<file path="src/rtl/updown_counter_param.sv">
// Parametrised loadable up/down counter with a programmable top value,
// variable step, wrap/saturate mode and a combinational look-ahead carry.
module updown_counter_param #(
  parameter int unsigned WIDTH  = 32,
  parameter int unsigned STEP_W = 4
) (
  input  logic              clk,
  input  logic              rst,
  input  logic              en,
  input  logic              s,
  input  logic              Load,
  input  logic [WIDTH-1:0]  PData,
  input  logic [WIDTH-1:0]  limit,
  input  logic [STEP_W-1:0] step,
  input  logic              sat,
  output logic [WIDTH-1:0]  cnt,
  output logic              Rc,
  output logic              tc
);

  // One guard bit so that cnt + step and limit + 1 never lose their carry.
  localparam int unsigned EW = WIDTH + 1;

  logic [EW-1:0]    cnt_x;
  logic [EW-1:0]    step_x;
  logic [EW-1:0]    limit_x;
  logic [EW-1:0]    range_x;
  logic [EW-1:0]    up_sum;
  logic [EW-1:0]    dn_diff;
  logic [EW-1:0]    up_wrap;
  logic [EW-1:0]    dn_wrap;
  logic             ovf;
  logic             udf;
  logic [WIDTH-1:0] cnt_nxt;
  logic             rc_nxt;

  // Extended-width arithmetic and boundary-crossing detection.
  always_comb begin
    cnt_x   = EW'(cnt);
    step_x  = EW'(step);
    limit_x = EW'(limit);
    range_x = limit_x + EW'(1);
    up_sum  = cnt_x + step_x;
    dn_diff = cnt_x - step_x;
    up_wrap = up_sum - range_x;
    dn_wrap = cnt_x + range_x - step_x;
    ovf     = en & s & (up_sum > limit_x);
    udf     = en & ~s & (step_x > cnt_x);
  end

  // Look-ahead carry for cascading; a pending load suppresses it.
  assign tc = ~Load & (ovf | udf);

  // Next count and crossing flag: load beats crossing beats plain count.
  always_comb begin
    cnt_nxt = cnt;
    rc_nxt  = 1'b0;
    if (Load) begin
      cnt_nxt = PData;
    end else if (ovf) begin
      cnt_nxt = sat ? limit : up_wrap[WIDTH-1:0];
      rc_nxt  = 1'b1;
    end else if (udf) begin
      cnt_nxt = sat ? '0 : dn_wrap[WIDTH-1:0];
      rc_nxt  = 1'b1;
    end else if (en) begin
      cnt_nxt = s ? up_sum[WIDTH-1:0] : dn_diff[WIDTH-1:0];
    end
  end

  // State register with asynchronous reset.
  always_ff @(posedge clk or posedge rst) begin
    if (rst) begin
      cnt <= '0;
      Rc  <= 1'b0;
    end else begin
      cnt <= cnt_nxt;
      Rc  <= rc_nxt;
    end
  end

endmodule

</file>
<file path="config.mk">
export PLATFORM = sky130hd
export DESIGN_NAME = updown_counter_param
export DESIGN_NICKNAME = d
export VERILOG_FILES = /design/src/rtl/updown_counter_param.sv
export SDC_FILE = /design/constraint.sdc
export NUM_CORES = 1
export LEC_CHECK = 0
export CAP_MARGIN = 20
export CELL_PAD_IN_SITES_DETAIL_PLACEMENT = 1
export CELL_PAD_IN_SITES_GLOBAL_PLACEMENT = 2
export CORE_UTILIZATION = 34
export DETAILED_ROUTE_END_ITERATION = 6
export GPL_TIMING_DRIVEN = 0
export PLACE_DENSITY = 0.91
export SYNTH_ARGS = -nofsm -noshare
export SYNTH_HDL_FRONTEND = slang
export SYNTH_SLANG_ARGS = --single-unit
</file>
<file path="constraint.sdc">
create_clock -name clk -period 10.4 [get_ports clk]
set_clock_uncertainty 0.2 [all_clocks]
set_input_delay 3.12 -clock clk [delete_from_list [all_inputs] [get_ports clk]]
set_output_delay 3.12 -clock clk [all_outputs]
set_load 0.05 [all_outputs]
</file>
* Word-level counts from Yosys, hierarchy flattened *
Index checks and enable logic that the tools add are counted.

storage, ports and cells
  bits of input ports = 74
  word-level logic and storage cells = 29
  output and inout port bits = 34
  flip-flop bits (word level) = 33

cells by class
  multiplexer cells = 10
  $lt $le $gt $ge = 2
  reductions and logical operators = 1
  bitwise gates (word level) = 8
  add/sub/neg operators = 6

operators by type and width
  cell                                           count
  2-to-1 mux 32 bit                              7
  subtractor 32 x 4 -> 32 bit                    2
  adder 32 x 4 -> 33 bit                         1
  > comparator 33 x 32 -> 1 bit                  1
  adder 32 x 1 -> 32 bit, second input constant  1
  adder 32 bit                                   1
  > comparator 4 x 32 -> 1 bit                   1
  subtractor 32 bit                              1
  AND 1 bit                                      5
  nonzero test 4 bit                             1
  2-to-1 mux 1 bit                               3
  NOT 1 bit                                      2
  bitwise OR 1 bit                               1

* Logic depth before layout (Yosys ltp) *
  word-level depth = 7
  mapped depth = 22
  depth with buffers taken out = 19

* Worst setup path after synthesis *
Ideal clock, no wire load.

  path type = in2out
  start = input port step[1]
  end = output port tc
  stages on the path = 17
  slack = -0.188 ns
  data arrival time = 7.268 ns
  buffers on the path = 2
  cells stage by stage = inv_1 > ha_1 > nand2b_1 > a21oi_1 > o21bai_1 > a2111oi_0 > xnor2_1 > ha_1 > and4_1 > nand2_1 > o21bai_1 > a31o_2 > a31oi_1 > o21ai_1 > buf_6 > clkbuf_1 > a21oi_1

on the way
  word-level cells in the longest chain between the ends = 5
  elaborated cells on any way between the ends = 7
  those cells by class = 1 x add/sub; 2 x order compare; 4 x bitwise

ends and longest elaborated chain
  element                        line  text
  start, declared                14    input logic [STEP_W-1:0] step,
  adder 32 x 4 -> 33 bit         43    up_sum = cnt_x + step_x;
  > comparator 33 x 32 -> 1 bit  47    ovf = en & s & (up_sum > limit_x);
  AND 1 bit                      47
  bitwise OR 1 bit (*)           52    assign tc = ~Load & (ovf | udf);
  AND 1 bit (*)                  52
  end, declared                  18    output logic tc

Every way passes the cells marked *; elsewhere a longest branch is shown, timed or not.

* Worst setup path after layout *
  start = input port step[2]
  end = output port tc

Same word-level chain as after synthesis.

==> results.toml <==
[critical_path]
crit_chain = "dlygate4sd2_1, inv_2, ha_4, nand2b_4, a21oi_4, buf_4, o21a_2, and3_4, nand2_1, xnor2_2, ha_1, nand4_1, nor3_4, nand2_2, a31o_4, a31oi_4, o21ai_2, buf_6, a21oi_4, buf_6"
reg2reg_depth = 23
cp.required_ns = 7.08
regToRegStartpoint = "cnt[0]$_DFFE_PP0P_"
crit_start = "step[2]"
critical_path.endpoint_type = "primary output"
cp_max_fo = 6
start_kind = "input pin"
max_stage_delay_ns = 0.33
crit_type = "input pin to primary output"
cp_data_arrival_time_ns = 7.04
critical-path-slowest-cell = "ha_1"

[final_layout]
utilization = 0.4305
antenna_cells = 0
fillers = 3405
synthToLayoutAreaGrowth_pct = 24.54
drive_gt1_frac = 0.09330
finalNetCount = 1658

[routing]
wl_per_cell_um = 23.68
drt_wl_total_mm = 42.33
viasPerCell = 5.983
ant_nets = 0
drt_pass1_iterations = 5
drt_drc_violations_left = 0
drt_iter0_drc = 941
vias = 10700

[power_and_ir_drop]
irDropWorstVdd_v = 0.00006596
leakage_nw = 4.968
power_density_nw_per_um2 = 122.6

[floorplanning]
die-area_um2 = 27990
rows = 60
num_io_pins = 108
die_h_um = 167.3
die_w_um = 167.3
initial_core_util = 0.3457
core_um2 = 26880

[cts]
h-tree-depth = 2
cts_made_buffers = 5
cts_tree = "built"
clkLatencyLatePin_ns = 0.31
cts_buffer_depth = 2
clockRootBuffer = "clkbuf_16"
clock_sinks = 33
cts.clk_slew.worst_paths_ns = 0.07

[synth]
ys_types = 84
syn-instance-count = 1299
ys.flop_type = "dfrtp_1"
ys_ff_latch = 33
synth_mux_area_frac = 0.01845
synth_top_family_by_area = "compound AO/OA/AOI/OAI gates"
syn_area_um2 = 9290
syn_area_per_cell_um2 = 7.152
synthXorXnorAreaFrac = 0.1329
async_reset_ff_frac = 1.000
synth_edf_count = 0
seq_area_frac_synth = 0.08889
syn_nets = 1511
yosys.area_share.simple = 0.2166
synth-compound-area-share = 0.2626
synth_fa_ha_area_frac = 0.1915
yosys_warnings = 0

[sta]
rsz0062_at_grt = "no"
max_slew_margin = 0.2918
tns_ns = 0
setup_viol = 0
min_period_over_period = 0.9961
worstMarginPinSlew_ns = 1.062
holdWs_ns = 0.4960
hold_viol = 0
maxSlewViolCount = 0
min_period_ns = 10.36
fmax_mhz = 96.53

[global_route]
overflow = 0
antenna_found_initial = 0
grt_pass1_wl_mm = 64.16
grt_max_degree = 34
grt_pass1_vias = 10870
grt_usage = 0.2986

[place]
place.detailed.hpwl_mm = 33.13
port-buffer-count = 102
gp_congestion = 0.9396

[worst_hold_path]
min_path_cells = 2
hold_path.startpoint = "cnt[0]$_DFFE_PP0P_"
worstHoldPathType = "register to register"

[flow_run]
maxCapViolations = 0

[outcome]
status = "finished, final reports clean"
[final cells by class]
class | instances | area (um^2) | area share
multi-input cells | 1061 | 8030 | 0.6941
repair buffers | 142 | 1331 | 0.1151
flip-flops and latches | 33 | 825.8 | 0.07137
inverters | 143 | 536.8 | 0.04639
well taps | 341 | 426.7 | 0.03688
plain buffers | 60 | 282.8 | 0.02444
clock buffers | 8 | 136.4 | 0.01179
[per-stage QoR]
stage,setup WS (ns),instance area (um^2),total power [W],std cells
2_1_floorplan,0.08329,9294,0.0008768,1299
3_3_place_gp,-3.104,10740,0.001152,1742
3_5_place_dp,-3.066,10740,0.001173,1742
4_1_cts,0.01833,11360,0.001378,1773
5_1_grt,0.004093,11570,0.001512,1788
6_report,0.04037,11570,0.001418,1788
[state kept, by name, summed over array words and instances, names as in the netlist]
name and cells:
cnt 32, Rc 1
[placed cells by master, fill, tap and decap left out, drive strengths merged, types with 38 or more instances in the layout]
master	n
a21oi	108
buf	61
clkbuf	50
clkdlybuf4s50	97
ha	131
inv	142
nand2	115
nand3	38
nor2	78
nor3	43
o21ai	69
xnor2	113
[what timing repair did]
item,4_1_cts,5_1_grt
pin swaps,23,26
gates resized for setup,67,17
setup buffers,25,13
hold buffers,0,0
cloned,0,0
endpoints found under the setup margin,1,1
[critical path, delay by kind of cell]
family	cells	cell delay (ns)
AO/OA/AOI/OAI	6	1.18
buffers and inverters	5	0.83
adder cells (fa/ha/maj)	2	0.61
AND/OR/NAND/NOR	6	1.09
XOR/XNOR	1	0.19
[power breakdown]
| part | total, W | leakage [nW] | internal, W | switching [W] |
|---|---|---|---|---|
| clock network | 0.000168 | 0.0652 | 0.0000899 | 0.0000777 |
| registers | 0.000169 | 0.397 | 0.000144 | 0.0000257 |
| logic | 0.00108 | 4.51 | 0.000429 | 0.000653 |
| total | 0.00142 | 4.97 | 0.000662 | 0.000756 |
[cells by family (layout without fill, tap and decap cells)]
| family | Yosys count | in the layout |
|---|---|---|
| xor gates and xnor gates | 141 | 141 |
| buffers and inverters | 205 | 353 |
| DFF | 33 | 33 |
| muxes | 17 | 17 |
| AOI/OAI and AO/OA | 370 | 370 |
| adders and majority gates | 138 | 138 |
| and+or+nand+nor | 395 | 395 |
[synth_stat cells (6+ instances only)]
| master | instances | area, um^2 |
|---|---|---|
| a211o_1 | 8 | 70.07 |
| a211oi_1 | 13 | 97.59 |
| a21o_1 | 32 | 240.2 |
| a21oi_1 | 108 | 540.5 |
| a31oi_1 | 17 | 106.4 |
| a32oi_1 | 6 | 52.55 |
| and3_1 | 15 | 93.84 |
| and4_1 | 7 | 61.31 |
| buf_2 | 10 | 50.05 |
| clkbuf_1 | 42 | 157.7 |
| dfrtp_1 | 33 | 825.8 |
| fa_1 | 7 | 140.1 |
| ha_1 | 131 | 1639 |
| inv_1 | 141 | 529.3 |
| mux2i_1 | 16 | 160.2 |
| nand2_1 | 114 | 427.9 |
| nand2b_1 | 12 | 75.07 |
| nand3_1 | 38 | 190.2 |
| nand4_1 | 24 | 150.1 |
| nor2_1 | 75 | 281.5 |
| nor2b_1 | 18 | 112.6 |
| nor3_1 | 40 | 200.2 |
| nor4_1 | 10 | 62.56 |
| o211ai_1 | 19 | 142.6 |
| o21a_1 | 10 | 75.07 |
| o21ai_0 | 61 | 305.3 |
| o21ai_1 | 8 | 40.04 |
| o21bai_1 | 10 | 75.07 |
| o221ai_1 | 6 | 52.55 |
| o22ai_1 | 8 | 50.05 |
| o311ai_1 | 8 | 70.07 |
| o31ai_1 | 6 | 45.04 |
| xnor2_1 | 113 | 989.7 |
| xor2_1 | 28 | 245.2 |
[metal layers]
metal	vias up	track usage	routed length, um
li1	4953	-	-
met1	5229	0.4024	18730
met2	406	0.4755	18700
met3	110	0.05011	3126
met4	0	0.1109	1772
met5	-	0	0
[final timing paths]
path,endpoint,slack [ns]
worst max-delay path,tc,0.04
worst max register to register,cnt[31]$_DFFE_PP0P_,4.51
min in group asynchronous,Rc$_DFF_PP0_,3.16
worst min-delay path,cnt[0]$_DFFE_PP0P_,0.50
worst min register to register,cnt[0]$_DFFE_PP0P_,0.50
max in group asynchronous,cnt[12]$_DFFE_PP0P_,6.25
(Power assumes the default switching activity.)
